<file path="src/rtl/npc_pkg.sv">
// Shared definitions for the instruction fetch unit.
//   RESET_PC_DEFAULT : first fetch address after reset unless overridden
//   fetch_state_e    : fetch FSM state encoding
//   INST_NOP         : canonical no-op encoding (addi x0, x0, 0)
package npc_pkg;

   localparam logic [31:0] RESET_PC_DEFAULT = 32'h8000_0000;
   localparam logic [31:0] INST_NOP         = 32'h0000_0013;

   typedef enum logic [1:0] {
      ST_REQ  = 2'd0,
      ST_WAIT = 2'd1,
      ST_HOLD = 2'd2,
      ST_EXEC = 2'd3
   } fetch_state_e;

endpackage

</file>
<file path="src/rtl/ifu_npc_sel.sv">
// Next-pc selection (combinational).
// Ports:
//   i_pc                        current fetch pc
//   i_ecall_taken/i_ecall_target  highest-priority redirect
//   i_mret_taken/i_mret_target    second priority
//   i_branch_taken/i_branch_target third priority
//   o_npc                       selected next pc (pc+4 when no redirect, wraps mod 2^32)
// Targets pass through untouched; misalignment is handled by the fetch FSM.
module ifu_npc_sel (
   input  logic [31:0] i_pc,
   input  logic        i_ecall_taken,
   input  logic [31:0] i_ecall_target,
   input  logic        i_mret_taken,
   input  logic [31:0] i_mret_target,
   input  logic        i_branch_taken,
   input  logic [31:0] i_branch_target,
   output logic [31:0] o_npc
);

   always_comb begin
      o_npc = i_pc + 32'd4;
      if (i_ecall_taken)
         o_npc = i_ecall_target;
      else if (i_mret_taken)
         o_npc = i_mret_target;
      else if (i_branch_taken)
         o_npc = i_branch_target;
   end

endmodule

</file>
<file path="src/rtl/ifu_fetch.sv">
// Instruction fetch unit: single-outstanding fetch FSM, pc register and
// registered instruction handoff to the decode unit.
// Ports:
//   clk, rst (sync, active-low)
//   wb_done, *_taken, *_target   retire strobe and redirect requests from EXU
//   imem_req_*                   fetch request channel (valid/ready/addr)
//   imem_rsp_*                   fetch response channel (valid/data/err)
//   inst_valid/inst_ready, inst, inst_pc, fetch_err   handoff to IDU
//   perf_fetch_cnt               instructions accepted by IDU (wraps)
//
// state   | meaning
// --------+-------------------------------------------------------------
// ST_REQ  | drive request for pc; misaligned pc loads an error instead
// ST_WAIT | request accepted, waiting for the single response
// ST_HOLD | instruction presented to IDU, held until accepted
// ST_EXEC | IDU owns the instruction; wait for retire to pick next pc
module ifu_fetch
   import npc_pkg::*;
#(
   parameter logic [31:0] RESET_PC = RESET_PC_DEFAULT
) (
   input  logic        clk,
   input  logic        rst,
   input  logic        wb_done,
   input  logic        ecall_taken,
   input  logic        mret_taken,
   input  logic        branch_taken,
   input  logic [31:0] ecall_target,
   input  logic [31:0] mret_target,
   input  logic [31:0] branch_target,
   output logic        imem_req_valid,
   input  logic        imem_req_ready,
   output logic [31:0] imem_req_addr,
   input  logic        imem_rsp_valid,
   input  logic [31:0] imem_rsp_data,
   input  logic        imem_rsp_err,
   output logic        inst_valid,
   input  logic        inst_ready,
   output logic [31:0] inst,
   output logic [31:0] inst_pc,
   output logic        fetch_err,
   output logic [31:0] perf_fetch_cnt
);

   fetch_state_e r_state;
   fetch_state_e w_state_nxt;
   logic [31:0]  r_pc;
   logic [31:0]  r_inst;
   logic [31:0]  r_inst_pc;
   logic         r_fetch_err;
   logic [31:0]  r_perf_cnt;
   logic [31:0]  w_npc;
   logic         w_misalign;

   assign w_misalign = (r_pc[1:0] != 2'b00);

   ifu_npc_sel u_npc_sel (
      .i_pc            (r_pc),
      .i_ecall_taken   (ecall_taken),
      .i_ecall_target  (ecall_target),
      .i_mret_taken    (mret_taken),
      .i_mret_target   (mret_target),
      .i_branch_taken  (branch_taken),
      .i_branch_target (branch_target),
      .o_npc           (w_npc)
   );

   always_ff @(posedge clk) begin
      if (!rst)
         r_state <= ST_REQ;
      else
         r_state <= w_state_nxt;
   end

   always_comb begin
      w_state_nxt    = r_state;
      imem_req_valid = 1'b0;
      inst_valid     = 1'b0;
      case (r_state)
         ST_REQ: begin
            // A misaligned pc never reaches memory; the error goes straight to IDU.
            imem_req_valid = !w_misalign;
            if (w_misalign)
               w_state_nxt = ST_HOLD;
            else if (imem_req_ready)
               w_state_nxt = ST_WAIT;
         end
         ST_WAIT: begin
            if (imem_rsp_valid)
               w_state_nxt = ST_HOLD;
         end
         ST_HOLD: begin
            inst_valid = 1'b1;
            if (inst_ready)
               w_state_nxt = ST_EXEC;
         end
         ST_EXEC: begin
            if (wb_done)
               w_state_nxt = ST_REQ;
         end
         default: w_state_nxt = ST_REQ;
      endcase
   end

   always_ff @(posedge clk) begin
      if (!rst) begin
         r_pc        <= RESET_PC;
         r_inst      <= 32'h0;
         r_inst_pc   <= 32'h0;
         r_fetch_err <= 1'b0;
         r_perf_cnt  <= 32'h0;
      end else begin
         case (r_state)
            ST_REQ: begin
               if (w_misalign) begin
                  r_inst      <= 32'h0;
                  r_fetch_err <= 1'b1;
                  r_inst_pc   <= r_pc;
               end
            end
            ST_WAIT: begin
               if (imem_rsp_valid) begin
                  r_inst      <= imem_rsp_data;
                  r_fetch_err <= imem_rsp_err;
                  r_inst_pc   <= r_pc;
               end
            end
            ST_HOLD: begin
               if (inst_ready)
                  r_perf_cnt <= r_perf_cnt + 32'd1;
            end
            ST_EXEC: begin
               if (wb_done)
                  r_pc <= w_npc;
            end
            default: ;
         endcase
      end
   end

   assign imem_req_addr  = r_pc;
   assign inst           = r_inst;
   assign inst_pc        = r_inst_pc;
   assign fetch_err      = r_fetch_err;
   assign perf_fetch_cnt = r_perf_cnt;

endmodule
</file>
<file path="config.mk">
export PLATFORM = sky130hd
export DESIGN_NAME = ifu_fetch
export DESIGN_NICKNAME = d
export VERILOG_FILES = /design/src/rtl/npc_pkg.sv /design/src/rtl/ifu_npc_sel.sv /design/src/rtl/ifu_fetch.sv
export SDC_FILE = /design/constraint.sdc
export NUM_CORES = 1
export LEC_CHECK = 0
export ABC_AREA = 1
export BUFFER_PORTS_ARGS = -buffer_cell sky130_fd_sc_hd__buf_2
export CORE_MARGIN = 5
export CORE_UTILIZATION = 50
export CTS_CLUSTER_DIAMETER = 120
export DETAILED_ROUTE_END_ITERATION = 10
export PLACE_DENSITY = 0.78
export SYNTH_ARGS = -nofsm -noshare
export SYNTH_HDL_FRONTEND = slang
export SYNTH_SLANG_ARGS = --single-unit
</file>
<file path="constraint.sdc">
create_clock -name clk -period 2.4 [get_ports clk]
set_clock_uncertainty 0.2 [all_clocks]
set_input_delay 0.36 -clock clk [delete_from_list [all_inputs] [get_ports clk]]
set_output_delay 0.36 -clock clk [all_outputs]
set_load 0.01 [all_outputs]
</file>
======== Yosys cells after proc, flatten, opt, wreduce, memory -nomap -nowiden ========
Cells that the tools add are included.
operators by class
  add/sub/neg operators ................... 2
  equality and inequality tests ........... 8
  mux-type cells .......................... 20
  reductions and logical operators ........ 8
operators by type and width
  kind                                                                   number
  32-bit 2-to-1 mux                                                      7
  32-bit case mux with 2 select lines                                    2
  32-bit by 1-bit adder with 32-bit output, second input constant        1
  32-bit by 3-bit adder with 32-bit output, second input constant        1
  2-bit 2-to-1 mux                                                       5
  2-bit != test, second input constant                                   4
  2-bit case mux with 4 select lines                                     1
  2-bit equality test, second input constant                             2
  1-bit 2-to-1 mux                                                       4
  2-bit AND reduction                                                    2
  4-bit AND reduction                                                    1
  2-bit nonzero test                                                     2
  3-bit != test, second input constant                                   1
  3-bit AND reduction                                                    1
  2-bit by 1-bit equality test with 1-bit output, second input constant  1
  2-bit logical NOT                                                      1
  1-bit case mux with 2 select lines                                     1
  1-bit logical NOT                                                      1
word-level totals
  register bits after elaboration ......... 131
  input port bits ......................... 138
  output and inout port bits .............. 131
  logic and storage cells ................. 44

======== Longest topological paths before layout ========
  depth after elaboration ................. 4
  mapped depth ............................ 14
  mapped depth without buffers ............ 14

======== Hierarchy ========
From an unflattened synthesis, not the netlist that was laid out.
second synthesis, totals
  cell total of the unflattened synthesis .. 1165
  area total of the unflattened synthesis .. 7395.8 um2
modules (own cells, without submodules)
  module       instances  cells an instance  area each (um2)  seq. area each (um2)
  ifu_fetch    1          740                5471.5           2622.5
  ifu_npc_sel  1          425                1924.3           0.0

======== Worst setup path after synthesis ========
No wires, ideal clock.
  kind .................................... reg-to-reg
  start ................................... reg r_state[0]
  end ..................................... reg r_perf_cnt[24] (netlist: perf_fetch_cnt[24])
  library setup time ...................... 0.131 ns
  data arrival time ....................... 1.613 ns
  required time ........................... 2.069 ns
  path slack .............................. 0.457 ns
  stages on the path, launching flop included .. 14
  path buffers ............................ 0
  period minus slack after synthesis ...... 1.943 ns
  path through ............................ dfxtp_1 -> inv_1 -> ha_1 -> nand2_2 -> nor2_4 -> inv_2 -> nor2_4 -> nand2_2 -> nor2_4 -> nand2_2 -> nor2_2 -> nand2_1 -> nor2_1 -> nor3b_2
on the way
  longest elaborated chain between the ends .. 2
ends and longest elaborated chain
  element                               RTL line          source
  start: declaration                    ifu_fetch.sv:45   fetch_state_e r_state;
  start signal: assignment              ifu_fetch.sv:72   r_state <= w_state_nxt;
  2-bit equality test                   ifu_fetch.sv:113  case (r_state)
  2-bit AND reduction (no source line)  --
  end signal: assignment                ifu_fetch.sv:130  r_perf_cnt <= r_perf_cnt + 32'd1;
  end: declaration                      ifu_fetch.sv:51   logic [31:0] r_perf_cnt;
No other way between the ends.
A chain may end at the register's enable or synchronous reset.

======== Final worst setup path ========
  start ................................... reg r_state[0]
  end ..................................... reg r_inst[25] (netlist: inst[25])
on the way
  longest elaborated chain between the ends .. 3
  elaborated cells between the ends (all ways) .. 7
  those cells by class .................... eq/ne (3); mux (1); reduce/logical (3)
ends and longest elaborated chain
  element                                                                                     RTL line          source
  2-bit by 1-bit equality test with 1-bit output / 2-bit logical NOT (equally long branches)  ifu_fetch.sv:113
  2-bit != test (no source line) / 2-bit nonzero test (equally long branches)                 --
  3-bit AND reduction (no source line)                                                        --
  end signal: assignment                                                                      ifu_fetch.sv:123  r_inst <= imem_rsp_data;
  end: declaration                                                                            ifu_fetch.sv:48   logic [31:0] r_inst;
Several ways; a longest one is shown, not always the timed one.

==> flow_summary.toml <==
[status]
outcome = "finished clean"

[clock_network]
clk_sink_count = 131
root_buffer = "sky130_fd_sc_hd__clkbuf_16"
clock_tree_from_tritoncts = "yes"
clk_transition_reported_paths_ps = 50
cts.path.max_buffers = 2
cts_made_buffers = 17
insertion_delay_ps = 420
cts-resized-gates = 0
cts_htree_levels = 4

[route]
vias = 8531
drcViolationCount = 0
routed_wire_length_per_instance_um = 16.1
route.detailed.vias_per_inst = 5.40
drt_pass1_iterations = 6
postRouteAntennaNets = 0
drtIter0Drc = 839
routed_wl_um = 25500

[min_path]
min-delay-path-class = "input port to register"
holdCritStartpoint = "imem_rsp_data[28]"

[power_and_ir_drop]
power.share.sequential_pct = 37.3
power.switching_uw = 2180
worst_ir_drop_vdd_mv = 0.580
netSwitchingFraction_pct = 33.2
power-per-cell-area_nw_per_um2 = 691
power_leakage_uw = 0.00399
pwr-share-comb_pct = 26.2
power.internal_uw = 4380
power.clock.fraction_pct = 36.5

[critical_path]
slowest_delay_ps = 380
worst_r2r_startpoint = "r_state[0]$_SDFFE_PN0P_"
worst_setup_path_start_kind = "register"
cell_repeated_most_along_the_worst_path = "sky130_fd_sc_hd__nand2_1"
critPathBufInv = 3
crit_path_top_delay_cell = "sky130_fd_sc_hd__buf_4"
critPathRequiredTime_ps = 2540
source_of_the_critical_timing_path = "r_state[0]$_SDFFE_PN0P_"
critical-path-top-delay-family = "buffers and inverters"
critical_path_arrival_ps = 2280
worst-setup-path-type = "register to register"
critical_path.endpoint_type = "register"
timing.reg2reg.setup_slack_ps = 250
critical_path.cell_chain = "inv_1, ha_1, nand3_1, nand2_1, a21oi_4, inv_2, buf_4, nand2_1, a21oi_1"
crit_fanout = 44

[sta]
fin_setup_tns_ps = 0
hold-worst-slack_ps = 17.4
max_freq_ghz = 0.466
min_period_ps = 2150
rel_slew_slack_pct = 64.1
final-max-slew-violation-count = 0
min_period_over_period_pct = 89.4
setup-violations-final = 0
worstMarginPinSlew_ps = 534
grt_setup_unrepaired = "false"
final-hold-violation-count = 0

[placement]
finalWeightedCongestion = 0.954
io_buffer_count = 268
placed_cell_area_sq_um = 8660
detailed_place_hpwl_um = 18900

[synthesis]
ys_ff_latch = 131
syn_nets = 1246
post_synth_design_cell_area_sq_um = 7090
synthDominantAreaCellType = "sky130_fd_sc_hd__dfxtp_1"
netlist.area_leader.share_pct = 37.0
post_synth_inst_count = 1102
syn_avg_cell_area_sq_um = 6.43
synth.yosys.seq_area_share_pct = 37.0
yosysWarnings = 0
synth.distinct_cells = 43
cell_types_with_the_largest_area_share_after_synthesis = "sky130_fd_sc_hd__dfxtp_1, sky130_fd_sc_hd__nand2_1, sky130_fd_sc_hd__a21oi_1"

[finish]
layout_common_cells = "sky130_fd_sc_hd__nand2_1, sky130_fd_sc_hd__buf_2, sky130_fd_sc_hd__nor2_1, sky130_fd_sc_hd__a21oi_1, sky130_fd_sc_hd__dfxtp_1"
final_design_area_no_fill_sq_um = 9480
ratio_of_cells_with_drive_above_1_in_the_final_layout_pct = 25.9
flow.area_growth_from_synthesis_pct = 33.8
layout.filler_cells = 1294
mostFrequentLayoutCell = "sky130_fd_sc_hd__nand2_1"
design.final.nets = 1534

[grt]
grt_overflow = 0
grt_antenna_before_repair = 1
gr-usage-all-layers_pct = 29.9
grt_pass1_wl_um = 39800
grt_pass1_vias = 8073
largest_net_degree_at_the_start_of_global_routing = 45

[die]
top_level_ports = 269
initial_util_pct = 51.1
die_area_sq_um = 16700
die_height_um = 129
die_w_um = 129
fp-row-count = 43
core_sq_um = 13900

[job]
max_cap_viols = 0
routing by layer:
| metal | track usage [%] | wire [um] |
|---|---|---|
| met1 | 37.0 | 9970 |
| met2 | 50.7 | 12200 |
| met3 | 6.47 | 2490 |
| met4 | 12.1 | 795 |
| met5 | 0 | 13 |
final timing paths:
kind,end,depth (start not counted)
setup reg to reg,inst[25]$_SDFFE_PN0P_,9
hold / removal,inst[28]$_SDFFE_PN0P_,3
setup / recovery,inst[25]$_SDFFE_PN0P_,9
hold reg to reg,inst[31]$_SDFFE_PN0P_,2
area by class of cell:
| class | instances | area, sq um | area share [%] |
|---|---|---|---|
| well taps | 180 | 225 | 2.37 |
| clock buffers | 23 | 478 | 5.04 |
| multi-input cells | 844 | 3970 | 41.9 |
| flip-flops and latches | 131 | 2620 | 27.7 |
| diodes | 1 | 2.50 | 0.0264 |
| inverters | 76 | 287 | 3.02 |
| clock inverters | 5 | 55.1 | 0.580 |
| repair buffers | 320 | 1840 | 19.4 |
power by group through the flow:
stage,Clock (uW),Sequential (uW),Combinational (uW)
2_1_floorplan,0,2530,956
3_3_place_gp,0,2480,1640
3_5_place_dp,0,2490,1660
4_1_cts,2410,2440,1710
5_1_grt,2510,2460,1890
6_report,2390,2450,1720
logic make-up after synthesis:
group	share of synthesized area [%]
xor+xnor	1.61
buf+inv	7.08
compound gates	16.4
fa+ha+maj	1.06
simple gates	36.9
flops	37.0
Yosys cell counts, drive strengths merged:
master,number
clkinv,1
nand3b,5
a221oi,12
o21a,2
nor2,162
o21ai,34
buf,22
a22oi,2
xor2,7
nor3b,3
nor3,19
a21boi,1
inv,75
xnor2,6
o21ba,1
a21o,1
nand2,365
nand4,14
o22ai,1
o221ai,3
clkbuf,29
o211ai,7
nand3,44
dfxtp,131
nor4,1
a21oi,139
or2,3
ha,6
a211oi,5
o21bai,1
what timing repair did:
item,in CTS,in global routing
setup buffers,0,0
endpoints found under the hold margin,29,0
hold buffers,29,0
flip-flops by register name, summed over array words and instances (netlist names):
register	count
r_state	2
inst_pc	32
fetch_err	1
inst	32
imem_req_addr	32
perf_fetch_cnt	32
per-stage QoR:
step                worst slack, ps  std cells  util, %  power, uW
global placement                371       1522     62.4       4120
detailed placement              266       1522     62.4       4150
global route                   61.5       1579     68.3       6860
finish                          254       1580     68.3       6560
floorplan                       457       1102        -       3490
CTS                             259       1579     68.3       6550
worst min-delay path, stage by stage:
cell and delay (ps):
sky130_fd_sc_hd__buf_2 100, sky130_fd_sc_hd__nand2_1 50, sky130_fd_sc_hd__a21oi_1 70
(Power assumes the default switching activity.)
